==> src/rtl/mips_pkg.sv <==
// Shared MIPS EX-stage definitions: ALUCtrl codes (shared with the ALU controller),
// datapath width and the multiply/divide FSM state encoding.
package mips_pkg;

  localparam int unsigned XLEN  = 32;
  // Iteration counter width; must be able to hold XLEN.
  localparam int unsigned CNT_W = 6;

  localparam logic [4:0] AluCtrlMult = 5'b00010;
  localparam logic [4:0] AluCtrlMfhi = 5'b01001;
  localparam logic [4:0] AluCtrlMflo = 5'b01010;
  localparam logic [4:0] AluCtrlMthi = 5'b01011;
  localparam logic [4:0] AluCtrlMtlo = 5'b01100;
  localparam logic [4:0] AluCtrlDiv  = 5'b10011;

  typedef enum logic [1:0] {
    StIdle,
    StMul,
    StDiv,
    StFix
  } md_state_e;

  // True for every code that touches the HI/LO unit and therefore must wait while it is busy.
  function automatic logic is_md_code(logic [4:0] code);
    return (code == AluCtrlMult) || (code == AluCtrlMfhi) || (code == AluCtrlMflo) ||
           (code == AluCtrlMthi) || (code == AluCtrlMtlo) || (code == AluCtrlDiv);
  endfunction

endpackage

==> src/rtl/hilo_muldiv_unit_if.sv <==
// EX-stage <-> multiply/divide unit bundle.
//   master: EX stage (drives instruction/operands, reads HI/LO and stall)
//   slave : hilo_muldiv_unit
// Signals: valid_in, flush, alu_ctrl[4:0], unsgn, rs_val, rt_val (to unit);
//          hi_out, lo_out, busy, md_stall (from unit).
interface hilo_muldiv_unit_if;
  import mips_pkg::*;

  logic            valid_in;
  logic            flush;
  logic [4:0]      alu_ctrl;
  logic            unsgn;
  logic [XLEN-1:0] rs_val;
  logic [XLEN-1:0] rt_val;
  logic [XLEN-1:0] hi_out;
  logic [XLEN-1:0] lo_out;
  logic            busy;
  logic            md_stall;

  modport master (
    output valid_in, flush, alu_ctrl, unsgn, rs_val, rt_val,
    input  hi_out, lo_out, busy, md_stall
  );

  modport slave (
    input  valid_in, flush, alu_ctrl, unsgn, rs_val, rt_val,
    output hi_out, lo_out, busy, md_stall
  );

endinterface

==> src/rtl/muldiv_iter_core.sv <==
// Iterative radix-2 multiply/divide datapath operating on unsigned magnitudes.
// Ports:
//   clk, rst      clock, asynchronous active-high reset
//   load          latch a_mag/b_mag, clear accumulator and counter
//   op_div        operation selected at load (1 = restoring divide, 0 = shift-add multiply)
//   a_mag, b_mag  multiplicand/dividend and multiplier/divisor magnitudes
//   step          perform one iteration this cycle
//   acc_hi        product high half / remainder
//   acc_lo        product low half / quotient
//   last          the current step is the final (XLEN-th) one
module muldiv_iter_core
  import mips_pkg::*;
(
  input  logic            clk,
  input  logic            rst,
  input  logic            load,
  input  logic            op_div,
  input  logic [XLEN-1:0] a_mag,
  input  logic [XLEN-1:0] b_mag,
  input  logic            step,
  output logic [XLEN-1:0] acc_hi,
  output logic [XLEN-1:0] acc_lo,
  output logic            last
);

  logic [XLEN-1:0]  hi_q, lo_q, b_q;
  logic             op_div_q;
  logic [CNT_W-1:0] cnt_q;

  logic [XLEN:0]    mul_sum;
  logic [XLEN:0]    rem_sh;
  logic [XLEN:0]    rem_diff;
  logic             rem_ge;
  logic [XLEN-1:0]  nxt_hi, nxt_lo;

  // Multiply: {hi,lo} holds partial product above the remaining multiplier bits.
  // Divide:   hi is the partial remainder, lo shifts dividend bits out and quotient bits in.
  always_comb begin
    mul_sum  = {1'b0, hi_q} + (lo_q[0] ? {1'b0, b_q} : '0);
    rem_sh   = {hi_q, lo_q[XLEN-1]};
    rem_diff = rem_sh - {1'b0, b_q};
    rem_ge   = rem_sh >= {1'b0, b_q};
    if (op_div_q) begin
      nxt_hi = rem_ge ? rem_diff[XLEN-1:0] : rem_sh[XLEN-1:0];
      nxt_lo = {lo_q[XLEN-2:0], rem_ge};
    end else begin
      nxt_hi = mul_sum[XLEN:1];
      nxt_lo = {mul_sum[0], lo_q[XLEN-1:1]};
    end
  end

  always_ff @(posedge clk or posedge rst) begin
    if (rst) begin
      hi_q     <= '0;
      lo_q     <= '0;
      b_q      <= '0;
      op_div_q <= 1'b0;
      cnt_q    <= '0;
    end else if (load) begin
      hi_q     <= '0;
      lo_q     <= a_mag;
      b_q      <= b_mag;
      op_div_q <= op_div;
      cnt_q    <= '0;
    end else if (step) begin
      hi_q  <= nxt_hi;
      lo_q  <= nxt_lo;
      cnt_q <= cnt_q + 1'b1;
    end
  end

  assign acc_hi = hi_q;
  assign acc_lo = lo_q;
  assign last   = cnt_q == CNT_W'(XLEN - 1);

endmodule

==> src/rtl/hilo_muldiv_unit.sv <==
// EX-stage multiply/divide unit with architectural HI/LO registers.
// Runs mult/multu/div/divu iteratively (XLEN steps plus one sign-fix cycle), services
// mfhi/mflo/mthi/mtlo and stalls MD instructions while a result is pending.
// Ports:
//   clk, rst  clock, asynchronous active-high reset
//   bus       hilo_muldiv_unit_if.slave: valid_in, flush, alu_ctrl, unsgn, rs_val, rt_val in;
//             hi_out, lo_out, busy, md_stall out
// Configuration: define MIPS_FAST_MULT_EN for a single-cycle multiplier (HI/LO written on the
// accept edge, busy never raised for mult). Divide is iterative in both builds.
module hilo_muldiv_unit
  import mips_pkg::*;
(
  input logic               clk,
  input logic               rst,
  hilo_muldiv_unit_if.slave bus
);

  md_state_e       state_q;
  logic [XLEN-1:0] hi_q, lo_q;
  logic            neg_lo_q, neg_hi_q, div_zero_q, op_div_q;

  logic            is_mult, is_div, busy, accept;
  logic            rs_neg, rt_neg;
  logic [XLEN-1:0] rs_mag, rt_mag;

  logic            core_load, core_step, core_last;
  logic [XLEN-1:0] core_hi, core_lo;

  logic [2*XLEN-1:0] prod_fix;
  logic [XLEN-1:0]   quo_fix, rem_fix, fix_hi, fix_lo;

  assign is_mult = bus.alu_ctrl == AluCtrlMult;
  assign is_div  = bus.alu_ctrl == AluCtrlDiv;
  assign busy    = state_q != StIdle;
  assign accept  = bus.valid_in & ~busy & ~bus.flush;

  assign rs_neg = ~bus.unsgn & bus.rs_val[XLEN-1];
  assign rt_neg = ~bus.unsgn & bus.rt_val[XLEN-1];
  assign rs_mag = rs_neg ? -bus.rs_val : bus.rs_val;
  assign rt_mag = rt_neg ? -bus.rt_val : bus.rt_val;

`ifdef MIPS_FAST_MULT_EN
  logic signed [XLEN:0]     fast_a, fast_b;
  logic signed [2*XLEN-1:0] fast_prod;

  assign fast_a    = $signed({rs_neg, bus.rs_val});
  assign fast_b    = $signed({rt_neg, bus.rt_val});
  assign fast_prod = fast_a * fast_b;
  assign core_load = accept & is_div;
`else
  assign core_load = accept & (is_mult | is_div);
`endif

  assign core_step = (state_q == StMul) | (state_q == StDiv);

  muldiv_iter_core u_core (
    .clk    (clk),
    .rst    (rst),
    .load   (core_load),
    .op_div (is_div),
    .a_mag  (rs_mag),
    .b_mag  (rt_mag),
    .step   (core_step),
    .acc_hi (core_hi),
    .acc_lo (core_lo),
    .last   (core_last)
  );

  // Sign correction of the magnitude results. -2^31 / -1 needs no special case: the magnitude
  // quotient is already 32'h8000_0000 and both signs cancel. Divide by zero leaves the dividend
  // magnitude as remainder, which the dividend sign turns back into rs_val.
  always_comb begin
    prod_fix = {core_hi, core_lo};
    if (neg_lo_q) prod_fix = -prod_fix;
    quo_fix = neg_lo_q ? -core_lo : core_lo;
    if (div_zero_q) quo_fix = '1;
    rem_fix = neg_hi_q ? -core_hi : core_hi;
    if (op_div_q) begin
      fix_hi = rem_fix;
      fix_lo = quo_fix;
    end else begin
      fix_hi = prod_fix[2*XLEN-1:XLEN];
      fix_lo = prod_fix[XLEN-1:0];
    end
  end

  always_ff @(posedge clk or posedge rst) begin
    if (rst) begin
      state_q    <= StIdle;
      hi_q       <= '0;
      lo_q       <= '0;
      neg_lo_q   <= 1'b0;
      neg_hi_q   <= 1'b0;
      div_zero_q <= 1'b0;
      op_div_q   <= 1'b0;
    end else begin
      unique case (state_q)
        StIdle: begin
          if (accept && is_div) begin
            state_q    <= StDiv;
            op_div_q   <= 1'b1;
            neg_lo_q   <= rs_neg ^ rt_neg;
            neg_hi_q   <= rs_neg;
            div_zero_q <= bus.rt_val == '0;
          end else if (accept && is_mult) begin
`ifdef MIPS_FAST_MULT_EN
            hi_q <= fast_prod[2*XLEN-1:XLEN];
            lo_q <= fast_prod[XLEN-1:0];
`else
            state_q    <= StMul;
            op_div_q   <= 1'b0;
            neg_lo_q   <= rs_neg ^ rt_neg;
            neg_hi_q   <= 1'b0;
            div_zero_q <= 1'b0;
`endif
          end else if (bus.valid_in && bus.alu_ctrl == AluCtrlMthi) begin
            hi_q <= bus.rs_val;
          end else if (bus.valid_in && bus.alu_ctrl == AluCtrlMtlo) begin
            lo_q <= bus.rs_val;
          end
        end
        StMul, StDiv: begin
          if (bus.flush) state_q <= StIdle;
          else if (core_last) state_q <= StFix;
        end
        StFix: begin
          state_q <= StIdle;
          if (!bus.flush) begin
            hi_q <= fix_hi;
            lo_q <= fix_lo;
          end
        end
        default: state_q <= StIdle;
      endcase
    end
  end

  assign bus.hi_out   = hi_q;
  assign bus.lo_out   = lo_q;
  assign bus.busy     = busy;
  // mthi/mtlo while idle are never stalled, so they cannot collide with a FIX write.
  assign bus.md_stall = bus.valid_in & busy & is_md_code(bus.alu_ctrl);

endmodule

==> src/flat_wrapper.sv <==
// flat-port wrapper written by rule: the top's interface ports become plain ports
module hilo_muldiv_unit_flat import mips_pkg::*;
  (clk, rst, bus_valid_in, bus_flush, bus_alu_ctrl, bus_unsgn, bus_rs_val, bus_rt_val, bus_hi_out, bus_lo_out, bus_busy, bus_md_stall);
  hilo_muldiv_unit_if bus_i ();
  input logic clk;
  input logic rst;
  input wire logic [$bits(bus_i.valid_in)-1:0] bus_valid_in;
  input wire logic [$bits(bus_i.flush)-1:0] bus_flush;
  input wire logic [$bits(bus_i.alu_ctrl)-1:0] bus_alu_ctrl;
  input wire logic [$bits(bus_i.unsgn)-1:0] bus_unsgn;
  input wire logic [$bits(bus_i.rs_val)-1:0] bus_rs_val;
  input wire logic [$bits(bus_i.rt_val)-1:0] bus_rt_val;
  output wire logic [$bits(bus_i.hi_out)-1:0] bus_hi_out;
  output wire logic [$bits(bus_i.lo_out)-1:0] bus_lo_out;
  output wire logic [$bits(bus_i.busy)-1:0] bus_busy;
  output wire logic [$bits(bus_i.md_stall)-1:0] bus_md_stall;
  assign bus_i.valid_in = bus_valid_in;
  assign bus_i.flush = bus_flush;
  assign bus_i.alu_ctrl = bus_alu_ctrl;
  assign bus_i.unsgn = bus_unsgn;
  assign bus_i.rs_val = bus_rs_val;
  assign bus_i.rt_val = bus_rt_val;
  assign bus_hi_out = bus_i.hi_out;
  assign bus_lo_out = bus_i.lo_out;
  assign bus_busy = bus_i.busy;
  assign bus_md_stall = bus_i.md_stall;
  hilo_muldiv_unit u_core (.clk(clk), .rst(rst), .bus(bus_i));
endmodule
==> config.mk <==
export PLATFORM = sky130hd
export DESIGN_NAME = hilo_muldiv_unit_flat
export DESIGN_NICKNAME = d
export VERILOG_FILES = /design/src/rtl/mips_pkg.sv /design/src/rtl/hilo_muldiv_unit_if.sv /design/src/rtl/muldiv_iter_core.sv /design/src/rtl/hilo_muldiv_unit.sv /design/src/flat_wrapper.sv
export SDC_FILE = /design/constraint.sdc
export NUM_CORES = 1
export LEC_CHECK = 0
export CAP_MARGIN = 20
export CORE_MARGIN = 2
export CORE_UTILIZATION = 40
export CTS_CLUSTER_SIZE = 10
export DETAILED_ROUTE_END_ITERATION = 8
export GPL_TIMING_DRIVEN = 0
export HOLD_SLACK_MARGIN = 0.1
export REMOVE_ABC_BUFFERS = 1
export SLEW_MARGIN = 30
export SYNTH_ARGS = -nofsm -noshare
export SYNTH_HDL_FRONTEND = slang
export SYNTH_SLANG_ARGS = --single-unit
==> constraint.sdc <==
create_clock -name clk -period 5.4 [get_ports clk]
set_input_delay 0.54 -clock clk [delete_from_list [all_inputs] [get_ports clk]]
set_output_delay 0.54 -clock clk [all_outputs]
set_load 0.02 [all_outputs]
==> After elaboration in Yosys (flattened, before gate mapping) <==
Index checks and enable logic that the tools add are counted.
Widths: inputs -> output; s select.
{ "word_totals": {"regBits": 173, "latch_bits": 0, "ramBits": 0, "mem_bits_ro": 0, "input_bits": 74, "word_cells": 112, "n_memories": 0} }
{ "classes": {"addsub": 8, "multipliers": 0, "n_div": 0, "n_lt_le_gt_ge": 1, "eq_ne": 18, "shifts": 0, "muxes": 40, "bitwise": 13, "n_reduce_logical": 20} }
{ "op_table": {"columns": ["operator", "n"], "rows": [
  ["$mux 32", 24],
  ["$neg 32->32", 4],
  ["$pmux 32 s2", 2],
  ["$mux 64", 1],
  ["$neg 64->64", 1],
  ["$add 32x32->33", 1],
  ["$ge 33x32->1", 1],
  ["$logic_not 32->1", 1],
  ["$sub 32x32->32", 1],
  ["$eq 5x4->1 const B", 4],
  ["$mux 6", 2],
  ["$mux 2", 4],
  ["$ne 2x2->1 const B", 4],
  ["$reduce_bool 2->1", 4],
  ["$and 1x1->1", 7],
  ["$add 6x1->6 const B", 1],
  ["$eq 6x5->1 const B", 1],
  ["$mux 1", 6],
  ["$pmux 2 s3", 1],
  ["$reduce_and 6->1", 1],
  ["$eq 5x2->1 const B", 1],
  ["$eq 5x5->1 const B", 1],
  ["$logic_or 1x1->1", 5],
  ["$reduce_and 5->1", 1],
  ["other kinds (12)", 21]
]} }

==> Longest topological paths before layout <==
{ "depth": {"word_depth": 8, "depth_mapped": 15} }

==> Hierarchy <==
A second synthesis with hierarchy kept.
{ "hier_totals": {"hier_cells": 1923, "hier_area_um2": 15043.2} }
{ "by_module_without_submodules": {"columns": ["module", "n_inst", "cells_each", "area_each_um2", "seq_area_each_um2"], "rows": [
  ["muldiv_iter_core", 1, 1101, 8698.3, 2577.5],
  ["hilo_muldiv_unit", 1, 822, 6344.8, 1751.7]
]} }

==> Least setup slack after synthesis <==
Ideal clock, no wire load.
{ "synth_path": {"path_type": "register to register", "from": "register u_core.u_core.lo_q[0] (netlist: u_core.u_core.acc_lo[0])", "to": "register u_core.u_core.hi_q[30] (netlist: u_core.u_core.acc_hi[30])", "setup_ns": 0.099, "arrival_time_ns": 3.387, "required_ns": 5.301, "setup_slack_ns": 1.913, "stages_incl_launch_ff": 15, "path_cell_list": "dfrtp_1 -> inv_1 -> clkbuf_1 -> nor2_1 -> ha_1 -> nand3_1 -> or3_1 -> or4b_4 -> a221oi_2 -> o41ai_2 -> o211ai_1 -> o211ai_1 -> xnor2_1 -> nor3_1 -> a311oi_1"} }
{ "synth_between": {"elab_chain_len": 5} }
{ "synth_lines": {"columns": ["element", "line_no", "rtl"], "rows": [
  ["start, declared", "muldiv_iter_core.sv:26", "logic [XLEN-1:0] hi_q, lo_q, b_q;"],
  ["start signal, assigned", "muldiv_iter_core.sv:61", "lo_q <= a_mag;"],
  ["start signal, assigned", "muldiv_iter_core.sv:67", "lo_q <= nxt_lo;"],
  ["$mux 32", "muldiv_iter_core.sv:39", "mul_sum = {1'b0, hi_q} + (lo_q[0] ? {1'b0, b_q} : '0);"],
  ["$add 32x32->33", "muldiv_iter_core.sv:39", null],
  ["$mux 32", "muldiv_iter_core.sv:43", "if (op_div_q) begin"],
  ["$mux 32", "muldiv_iter_core.sv:65", "end else if (step) begin"],
  ["$mux 32", "muldiv_iter_core.sv:59", "end else if (load) begin"],
  ["end signal, assigned", "muldiv_iter_core.sv:66", "hi_q <= nxt_hi;"],
  ["end, declared", "muldiv_iter_core.sv:26", null]
]} }
No other way between the ends. The select of a mux whose other input is x is not followed.
A chain may end at the register's enable or synchronous reset.

==> Final worst setup path <==
{ "layout_path": {"from": "register u_core.u_core.lo_q[0] (netlist: u_core.u_core.acc_lo[0])", "to": "register u_core.u_core.hi_q[29] (netlist: u_core.u_core.acc_hi[29])"} }
Same word-level chain as after synthesis.

==> metrics.txt <==
via density per instance=5.87; post-layout util=between 40% and 50%; post-DP HPWL=34.9 mm; Critical Path RT=approximately 5.7 ns; final wirelength=47.1 mm; clock-pin slew on the worst setup and hold paths=0.07 ns; initial antenna violation count=0; Logic pwr share=between 60% and 70%; GRT Overall Usage=24.8%; WP data arrival=5.02 ns; layout cell share with drive strength beyond 1=4.95%; fin crit share=86.7%; Net Switching=0.00529 W; Mapped Area=14,700 um2; CTS sink cnt=173; Mean Syn Cell Area=approximately 7.9 um2; Non-Filler Instances=2,387; design area=about 17,000 um2; crit end category=register; Setup Skew=around 0.013 ns; leakage power=6.98 nW; Hold/Removal Path Class=primary input to asynchronous set/reset pin; Net Sw Frac=between 40 and 50%; area grow syn2layout=16.5%; clk_lat worst skew=between 0.4 and 0.5 ns; Internal Power=around 0.0055 W; global-route wire length before repair=75.4 mm; Routed Antenna Nets=0; FF-to-FF Start=u_core.u_core.acc_lo[0]; core area=36,400 um2; Max-Slew Margin vs Limit=37.1%; Post-synth top flop=dfrtp_1; Synth cell types=88; IO Port Bufs=approximately 140; Commonest cells post-synth=235 x nand2_1, 233 x o21ai_0, 173 x dfrtp_1; number of global-route vias before repair=between 10,000 and 15,000; reg2reg path depth=12; VDD IR-drop max=approximately 0.40 mV; cell row count=70; Clock Path Buffers=2; outcome=finished clean; top cell type's share of synthesized area=29.4%; io pins=140; Yosys top cell by area=dfrtp_1; Sequential Power Share=24.4%; Worst Tran Pin Value=0.935 ns; number of H-tree levels=4; Post-CTS Hold Fix Bufs=0; post-CTS setup buffers=0; clk root buf=clkbuf_16; Synth Instances=1,858; initial core utilization=about two fifths; # setup viols final=0; CP startpoint kind=register; gpl congestion=0.910; Pwr Density=about 630 nW/um2; drt drc=0; nets=2,056; routed len/inst=slightly below 20 um; Yosys reg bits=approximately 170; largest net degree at the start of global routing=69; total gr overflow=0; FFs w/ async S/R, synth=100%; Final Hold Vio Count=0; diode count=0; worst setup path class=register to register; Cell Area, Placed=16,600 um2; clock share of power=11.8%; placed insts=2,358; MaxCap Viol Count=0; RSZ-0062 raised after global routing=false; Die Y=approximately 200 um; sequential area share after synthesis=29.4%; Slew Limit Fails=0; Max FO, Critical Path=32; Post-synth EDFFs=0; # resized after CTS=0; fmax=214 MHz; final worst slack=0.721 ns; CTS tree=yes; min Tclk post-route=around 4.7 ns; R2R setup slack=around 0.7 ns; drt pass-1 iters=5; synthesis warning total=0; Starting DRT DRC Count=964; pre-CTS setup slack=0.877 ns; Worst R2R End=u_core.u_core.acc_hi[29]; Die ar.=38,400 um2; most common cell in the synthesized netlist=nand2_1; CTS Buf Count=17; vias=14,005; die width=196 um; Area contributors post-synth=dfrtp_1 29%, o21ai_0 7.9%, xnor2_1 6.1%
## layout by cell type, fill, tap and decap left out, drive strengths merged, types with 19 or more instances in the layout
master | synthesis | layout
o22ai | 38 | 38
mux2i | 72 | 72
nand4 | 22 | 22
o31ai | 25 | 25
nand2 | 235 | 235
xnor2 | 103 | 103
xor2 | 74 | 74
clkdlybuf4s50 | 0 | 139
nor4 | 19 | 19
o21ai | 241 | 241
clkbuf | 95 | 20
dfrtp | 173 | 173
a21oi | 109 | 109
inv | 74 | 74
nor3 | 30 | 30
a21o | 23 | 23
nor2 | 135 | 135
nand3 | 23 | 23
o211ai | 42 | 42
ha | 71 | 71
## layer usage
| metal | GRT usage (%) | part of all wire [%] | vias up |
|---|---|---|---|
| li1 | - | - | 6772 |
| met1 | 32.8 | 45 | 6784 |
| met2 | 41.3 | 48 | 382 |
| met3 | 3.66 | 4.5 | 67 |
| met4 | 8.59 | 2.8 | 0 |
| met5 | 0 | 0 | - |
## power by group through the flow
stage / Clock, W / Combinational (W) / Sequential (W)
6_report: 0.00128 / 0.00690 / 0.00264
5_1_grt: 0.00135 / 0.00762 / 0.00272
4_1_cts: 0.00129 / 0.00688 / 0.00262
3_5_place_dp: 0 / 0.00685 / 0.00264
3_3_place_gp: 0 / 0.00656 / 0.00263
2_1_floorplan: 0 / 0.00445 / 0.00267
## worst max-delay path, cell delays in order (launching register included)
cell	delay (ns)
dfrtp_1	0.46
inv_2	0.57
nor2_1	0.12
ha_1	0.39
nand3_1	0.13
or3_1	0.38
a211oi_1	0.43
nor2_1	0.20
o31ai_1	0.79
a21oi_1	0.30
o21ai_0	0.33
mux2i_1	0.14
a211o_1	0.30
## cells by family after synthesis
group                    Yosys count  share of synthesized area, %
multiplexers                      77                          5.27
flip-flops                       173                          29.4
adder cells (fa/ha/maj)           73                          6.30
buffers and inverters            194                          5.37
AND/OR/NAND/NOR                  565                          18.1
XOR/XNOR                         177                          10.5
AO/OA/AOI/OAI                    599                          25.0
## final cells by class
type / instances / area, um2
Sequential cell: 173 / 4330
Clock inverter: 9 / 123
Multi-Input combinational cell: 1491 / 9720
Timing Repair Buffer: 151 / 1680
Tap cell: 468 / 586
Fill cell: 3614 / 19300
Clock buffer: 20 / 447
Inverter: 75 / 289
## stage by stage
stage	power, W	hold WS (ns)	TNS (ns)
floorplan	0.00712	0.439	0
global placement	0.00919	0.463	-573.63
detailed placement	0.00950	0.469	0
CTS	0.0108	0.484	0
global route	0.0117	0.498	0
finish	0.0108	0.479	0
## flip-flops by register name (all words and copies together), names as in the netlist
signal                  flops
u_core.div_zero_q           1
u_core.op_div_q             1
u_core.u_core.acc_lo       32
u_core.bus.lo_out          32
u_core.state_q              2
u_core.neg_lo_q             1
u_core.u_core.cnt_q         6
u_core.neg_hi_q             1
u_core.u_core.acc_hi       32
u_core.u_core.b_q          32
u_core.u_core.op_div_q      1
u_core.bus.hi_out          32
## worst max path at each step
| stage | startpoint | endpoint |
|---|---|---|
| after floorplan | rst | u_core.bus.hi_out[0] |
| after global placement | rst | u_core.u_core.b_q[21] |
| after detailed placement | u_core.u_core.acc_lo[0] | u_core.u_core.acc_hi[27] |
| after CTS | u_core.u_core.acc_lo[0] | u_core.u_core.acc_hi[27] |
| after global routing | u_core.u_core.acc_lo[0] | u_core.u_core.acc_hi[27] |
| final | u_core.u_core.acc_lo[0] | u_core.u_core.acc_hi[29] |
Power figures use the tool's default switching activity.
